[config.mk]
export PLATFORM = sky130hd
export DESIGN_NAME = mux_4_scan_ctrl
export DESIGN_NICKNAME = d
export VERILOG_FILES = /design/src/rtl/mux_4_scan_ctrl.sv
export SDC_FILE = /design/constraint.sdc
export NUM_CORES = 1
export LEC_CHECK = 0
export CAP_MARGIN = 0
export CELL_PAD_IN_SITES_DETAIL_PLACEMENT = 1
export CELL_PAD_IN_SITES_GLOBAL_PLACEMENT = 1
export CORE_UTILIZATION = 35
export CTS_CLUSTER_SIZE = 8
export DETAILED_ROUTE_END_ITERATION = 8
export GPL_ROUTABILITY_DRIVEN = 0
export GPL_TIMING_DRIVEN = 0
export PLACE_DENSITY_LB_ADDON = 0.1
export SETUP_SLACK_MARGIN = 0.15
export SLEW_MARGIN = 0
export SYNTH_ARGS = -nofsm -noshare
export SYNTH_HDL_FRONTEND = slang
export SYNTH_SLANG_ARGS = --single-unit
export TNS_END_PERCENT = 5
[constraint.sdc]
create_clock -name i_clk -period 1.4 [get_ports i_clk]
set_input_delay 0.21 -clock i_clk [delete_from_list [all_inputs] [get_ports i_clk]]
set_output_delay 0.21 -clock i_clk [all_outputs]
set_load 0.005 [all_outputs]
[src/rtl/mux_4_scan_ctrl.sv]
// Steps the 4:1 mux select through channels 0..3, holding each for HOLD_CYCLES clocks,
// and captures one mux_out bit per channel; frame_valid pulses 4*HOLD_CYCLES clocks after start.
module mux_4_scan_ctrl #(
    parameter int HOLD_CYCLES = 4,
    parameter int CNT_W       = 8
) (
    input  logic       i_clk,
    input  logic       i_reset,
    input  logic       i_start,
    input  logic       i_continuous,
    input  logic       i_abort,
    input  logic       i_mux_out,
    output logic [1:0] o_sel,
    output logic       o_busy,
    output logic       o_frame_valid,
    output logic [3:0] o_sample_data
);

    typedef enum logic {
        IDLE = 1'b0,
        SCAN = 1'b1
    } state_t;

    localparam logic [CNT_W-1:0] LAST_CNT = CNT_W'(HOLD_CYCLES - 1);

    state_t           r_state;
    logic [1:0]       r_sel;
    logic [CNT_W-1:0] r_cnt;
    logic             r_busy;
    logic             r_frame_valid;
    logic [3:0]       r_sample_data;
    logic [3:0]       r_capture;

    state_t           w_state_nxt;
    logic [1:0]       w_sel_nxt;
    logic [CNT_W-1:0] w_cnt_nxt;
    logic             w_busy_nxt;
    logic             w_frame_valid_nxt;
    logic [3:0]       w_sample_data_nxt;
    logic [3:0]       w_capture_nxt;
    logic             w_win_end;

    assign w_win_end = (r_cnt == LAST_CNT);

    always_ff @(posedge i_clk) begin
        if (i_reset) begin
            r_state       <= IDLE;
            r_sel         <= 2'd0;
            r_cnt         <= '0;
            r_busy        <= 1'b0;
            r_frame_valid <= 1'b0;
            r_sample_data <= 4'd0;
            r_capture     <= 4'd0;
        end else begin
            r_state       <= w_state_nxt;
            r_sel         <= w_sel_nxt;
            r_cnt         <= w_cnt_nxt;
            r_busy        <= w_busy_nxt;
            r_frame_valid <= w_frame_valid_nxt;
            r_sample_data <= w_sample_data_nxt;
            r_capture     <= w_capture_nxt;
        end
    end

    always_comb begin
        w_state_nxt       = r_state;
        w_sel_nxt         = r_sel;
        w_cnt_nxt         = r_cnt;
        w_busy_nxt        = r_busy;
        w_frame_valid_nxt = 1'b0;
        w_sample_data_nxt = r_sample_data;
        w_capture_nxt     = r_capture;

        case (r_state)
            IDLE: begin
                w_sel_nxt  = 2'd0;
                w_busy_nxt = 1'b0;
                if (i_start && !i_abort) begin
                    w_state_nxt = SCAN;
                    w_sel_nxt   = 2'd0;
                    w_cnt_nxt   = '0;
                    w_busy_nxt  = 1'b1;
                end
            end
            SCAN: begin
                if (i_abort) begin
                    // Abort discards the partial frame entirely, including on the frame-end edge.
                    w_state_nxt   = IDLE;
                    w_sel_nxt     = 2'd0;
                    w_cnt_nxt     = '0;
                    w_busy_nxt    = 1'b0;
                    w_capture_nxt = 4'd0;
                end else if (w_win_end) begin
                    w_capture_nxt[r_sel] = i_mux_out;
                    w_cnt_nxt            = '0;
                    if (r_sel != 2'd3) begin
                        w_sel_nxt = r_sel + 2'd1;
                    end else begin
                        w_sample_data_nxt = {i_mux_out, r_capture[2:0]};
                        w_frame_valid_nxt = 1'b1;
                        w_sel_nxt         = 2'd0;
                        if (!i_continuous) begin
                            w_state_nxt = IDLE;
                            w_busy_nxt  = 1'b0;
                        end
                    end
                end else begin
                    w_cnt_nxt = r_cnt + CNT_W'(1);
                end
            end
            default: begin
                w_state_nxt = IDLE;
                w_sel_nxt   = 2'd0;
                w_cnt_nxt   = '0;
                w_busy_nxt  = 1'b0;
            end
        endcase
    end

    assign o_sel         = r_sel;
    assign o_busy        = r_busy;
    assign o_frame_valid = r_frame_valid;
    assign o_sample_data = r_sample_data;

endmodule

==> metrics, run 1 <==
status finished, violations left; failing checks negative setup slack; layout overhead on the synthesized area 29.2%; First DRT Iteration DRCs 5; Total Die Area 2900 um2; leak pwr 0.000563 uW; CP max FO 5; category of the worst setup path launch point flop; top cell type by total area after synthesis sky130_fd_sc_hd__dfxtp_1; number of standard-cell rows in the floorplan 18; R2R cell count 5; measured slew at the worst slew-check pin 0.468 ns; die height 53.9 um; HPWL after DPL 1.54 mm; cell depth of the worst min-delay path 1; required time at the worst-slack endpoint 1.60 ns; latest clock arrival within the worst-skew pair 0.30 ns; fin. max-slew vios 0; parity-gate share of the synthesized area counting xor and xnor cells 6.51%; number of antenna violations at the first check in global routing 0; CTS Root Buffer Type sky130_fd_sc_hd__clkbuf_4; pre-CTS WS -0.687 ns; critical path endpoint category flop; maximum resistive drop on vdd 0.503 mV; Die X 53.9 um; unrepaired setup endpoints after global routing yes; count of flip-flops with a built-in enable after synthesis 0; post-layout minimum cycle time 1.55 ns; final total power 996 uW; main combinational cell family by area after synthesis simple AND/OR/NAND/NOR gates; Worst Setup Slack, final -0.149 ns; Post-Syn Instances 102; detailed-router iteration count before antenna repair 4; Critical Path AT 1.75 ns; Clock Sink Count 20; Initial Util 37.7%; pin count of the biggest net entering global routing 12; H-Tree Level Count 1; Layout Cell Area excl Fill 1220 um2; sequential cell area fraction in the yosys report 42.5%; global-route wire length before repair 3.26 mm; post-detailed-placement cell area 1140 um2; Post-synth ARST share 0%; ratio of routed vias to standard cells 5.07; standard cell with the maximum stage delay on the critical path sky130_fd_sc_hd__or4b_4; DR vias 761; Mapped Avg Cell Area 9.24 um2; final core utilization 48.7%; largest incremental delay on the critical path 0.50 ns; PD cells 818 nW/um2; share of layout cells above drive strength 1 19.2%; average wire length per cell after detail routing 13.4 um; Syn Nets 113; number of I/O pins 14; final worst path period share 111%; flip-flop cell with the highest count after synthesis sky130_fd_sc_hd__dfxtp_1; Tightest Hold Check Type flop to flop; synthesized-area fraction occupied by ao, oa, aoi and oai cells 12.6%; Achievable Freq 646 MHz; fraction of the mapped netlist area in simple logic gates 21.9%; number of routed nets with antenna violations 0; adder-cell share of the synthesized area 6.64%; total standard cell area after synthesis 942 um2; Post-Route WL 2.01 mm; most common library cell in the layout ignoring fill and taps sky130_fd_sc_hd__nor2_1; YS warnings 0; Max-cap violations 0; clock tree from TritonCTS done; synth top area cells sky130_fd_sc_hd__dfxtp_1 (42%), sky130_fd_sc_hd__mux2i_1 (7.4%), sky130_fd_sc_hd__ha_1 (6.6%); CTS clk-pin slew, worst paths 0.11 ns; GRT Residual Overflow 0; highest-count cells in the layout ignoring fill and taps sky130_fd_sc_hd__nor2_1 (15), sky130_fd_sc_hd__dfxtp_1 (13), sky130_fd_sc_hd__xor2_1 (7), sky130_fd_sc_hd__mux2i_1 (7), sky130_fd_sc_hd__clkdlybuf4s50_1 (7); cts bufs inserted 3; total inserted antenna cells 0; Yosys top cell area share 42.5%; number of synthesized register bits 20; Final #Nets 132; class of the most critical setup path flop to flop; multiplexer share of the synthesized area 7.44%; unique cell type count in the Yosys netlist 29; headroom to the max-slew limit 68.8%; final worst clock skew 0.00206 ns; maximum buffer depth of the clock tree 2; overall fraction of global-route tracks in use 16.1%; setup total negative slack -1.25 ns; total count of hold-check failures in the final report 0; via count of the first global-routing pass 739; total of endpoints with negative setup slack in the final report 17; core area 2500 um2; number of buffers inserted by port buffering 13; remaining design rule violation count 0; Cell Chain, Critical Path ha_4 > or4b_4 > nor2_4 > nand3_2 > mux2i_1
-- worst max-delay path: cells and delay by family (launching register included) --
kind,cells,cell delay [ns]
mux,1,0.15
flops,1,0.38
fa+ha+maj,1,0.15
simple gates,3,0.77
-- cell type report --
class	count	area [um2]
flip-flops and latches	20	414
inverters	3	11.3
repair buffers	14	145
well taps	30	37.5
multi-input cells	76	561
plain buffers	3	12.5
fillers	315	1280
clock buffers	4	36.3
-- per-stage QoR --
step                hold slack (ns)  instances
global placement              0.453        145
floorplan                     0.354        102
finish                        0.483        150
detailed placement            0.474        145
CTS                           0.491        150
global route                  0.500        150
-- layer usage --
metal | up-vias | global-route usage (%) | part of all wire [%]
met1 | 354 | 22.2 | 51
li1 | 388 | - | -
met3 | 5 | 2.82 | 3.3
met2 | 14 | 23.7 | 44
met5 | - | 0 | 0
met4 | 0 | 7.89 | 1.8
-- cell usage after synthesis, types with 2 or more instances --
cell type / n
sky130_fd_sc_hd__a21oi_1: 5
sky130_fd_sc_hd__and3_1: 2
sky130_fd_sc_hd__clkbuf_1: 3
sky130_fd_sc_hd__dfxtp_1: 20
sky130_fd_sc_hd__ha_1: 5
sky130_fd_sc_hd__inv_1: 3
sky130_fd_sc_hd__mux2i_1: 7
sky130_fd_sc_hd__nand2_1: 6
sky130_fd_sc_hd__nand3_1: 3
sky130_fd_sc_hd__nor2_1: 16
sky130_fd_sc_hd__nor2b_1: 3
sky130_fd_sc_hd__nor3_1: 2
sky130_fd_sc_hd__o2111ai_1: 2
sky130_fd_sc_hd__o21ai_0: 3
sky130_fd_sc_hd__o21ai_1: 2
sky130_fd_sc_hd__xor2_1: 7
-- logic make-up (layout without fill, tap and decap cells) --
group	after synthesis	in the layout
XOR/XNOR	7	7
AND/OR/NAND/NOR	39	39
adder cells (fa/ha/maj)	5	5
buffers and inverters	6	24
multiplexers	7	7
flip-flops	20	20
AO/OA/AOI/OAI	18	18
-- flip-flops by register name (all words and copies together) (netlist names) --
register / cells
o_busy: 1
o_frame_valid: 1
o_sample_data: 4
o_sel: 2
r_capture: 3
r_cnt: 8
r_state: 1
-- final timing paths --
kind | from | endpoint | slack (ns)
min | o_busy | o_busy | 0.48
min reg2reg | o_busy | o_busy | 0.48
max | r_cnt[1] | r_capture[2] | -0.15
max reg2reg | r_cnt[1] | r_capture[2] | -0.15
-- report_power, final --
group          leakage, uW  internal (uW)  total, uW  switching, uW
Clock            0.0000210            159        339            181
Sequential        0.000166            573        581           8.46
Combinational     0.000377           33.4       75.0           41.6
Total             0.000563            765        996            231
-- repair_timing --
item,CTS,global route
setup endpoints to repair,28,26
pin swaps,2,3
gates cloned,0,0
buffers inserted,1,0
resized for setup,7,10
hold buffers,0,0
(Power assumes the default switching activity.)
==> run 2, diff against run 1 <==
Settings changed: CAP_MARGIN 0 to 30, CTS_CLUSTER_DIAMETER set to 50.
==> results of run 2 <==
Same layout as run 1: the final DEF is identical, and so are final timing and power.
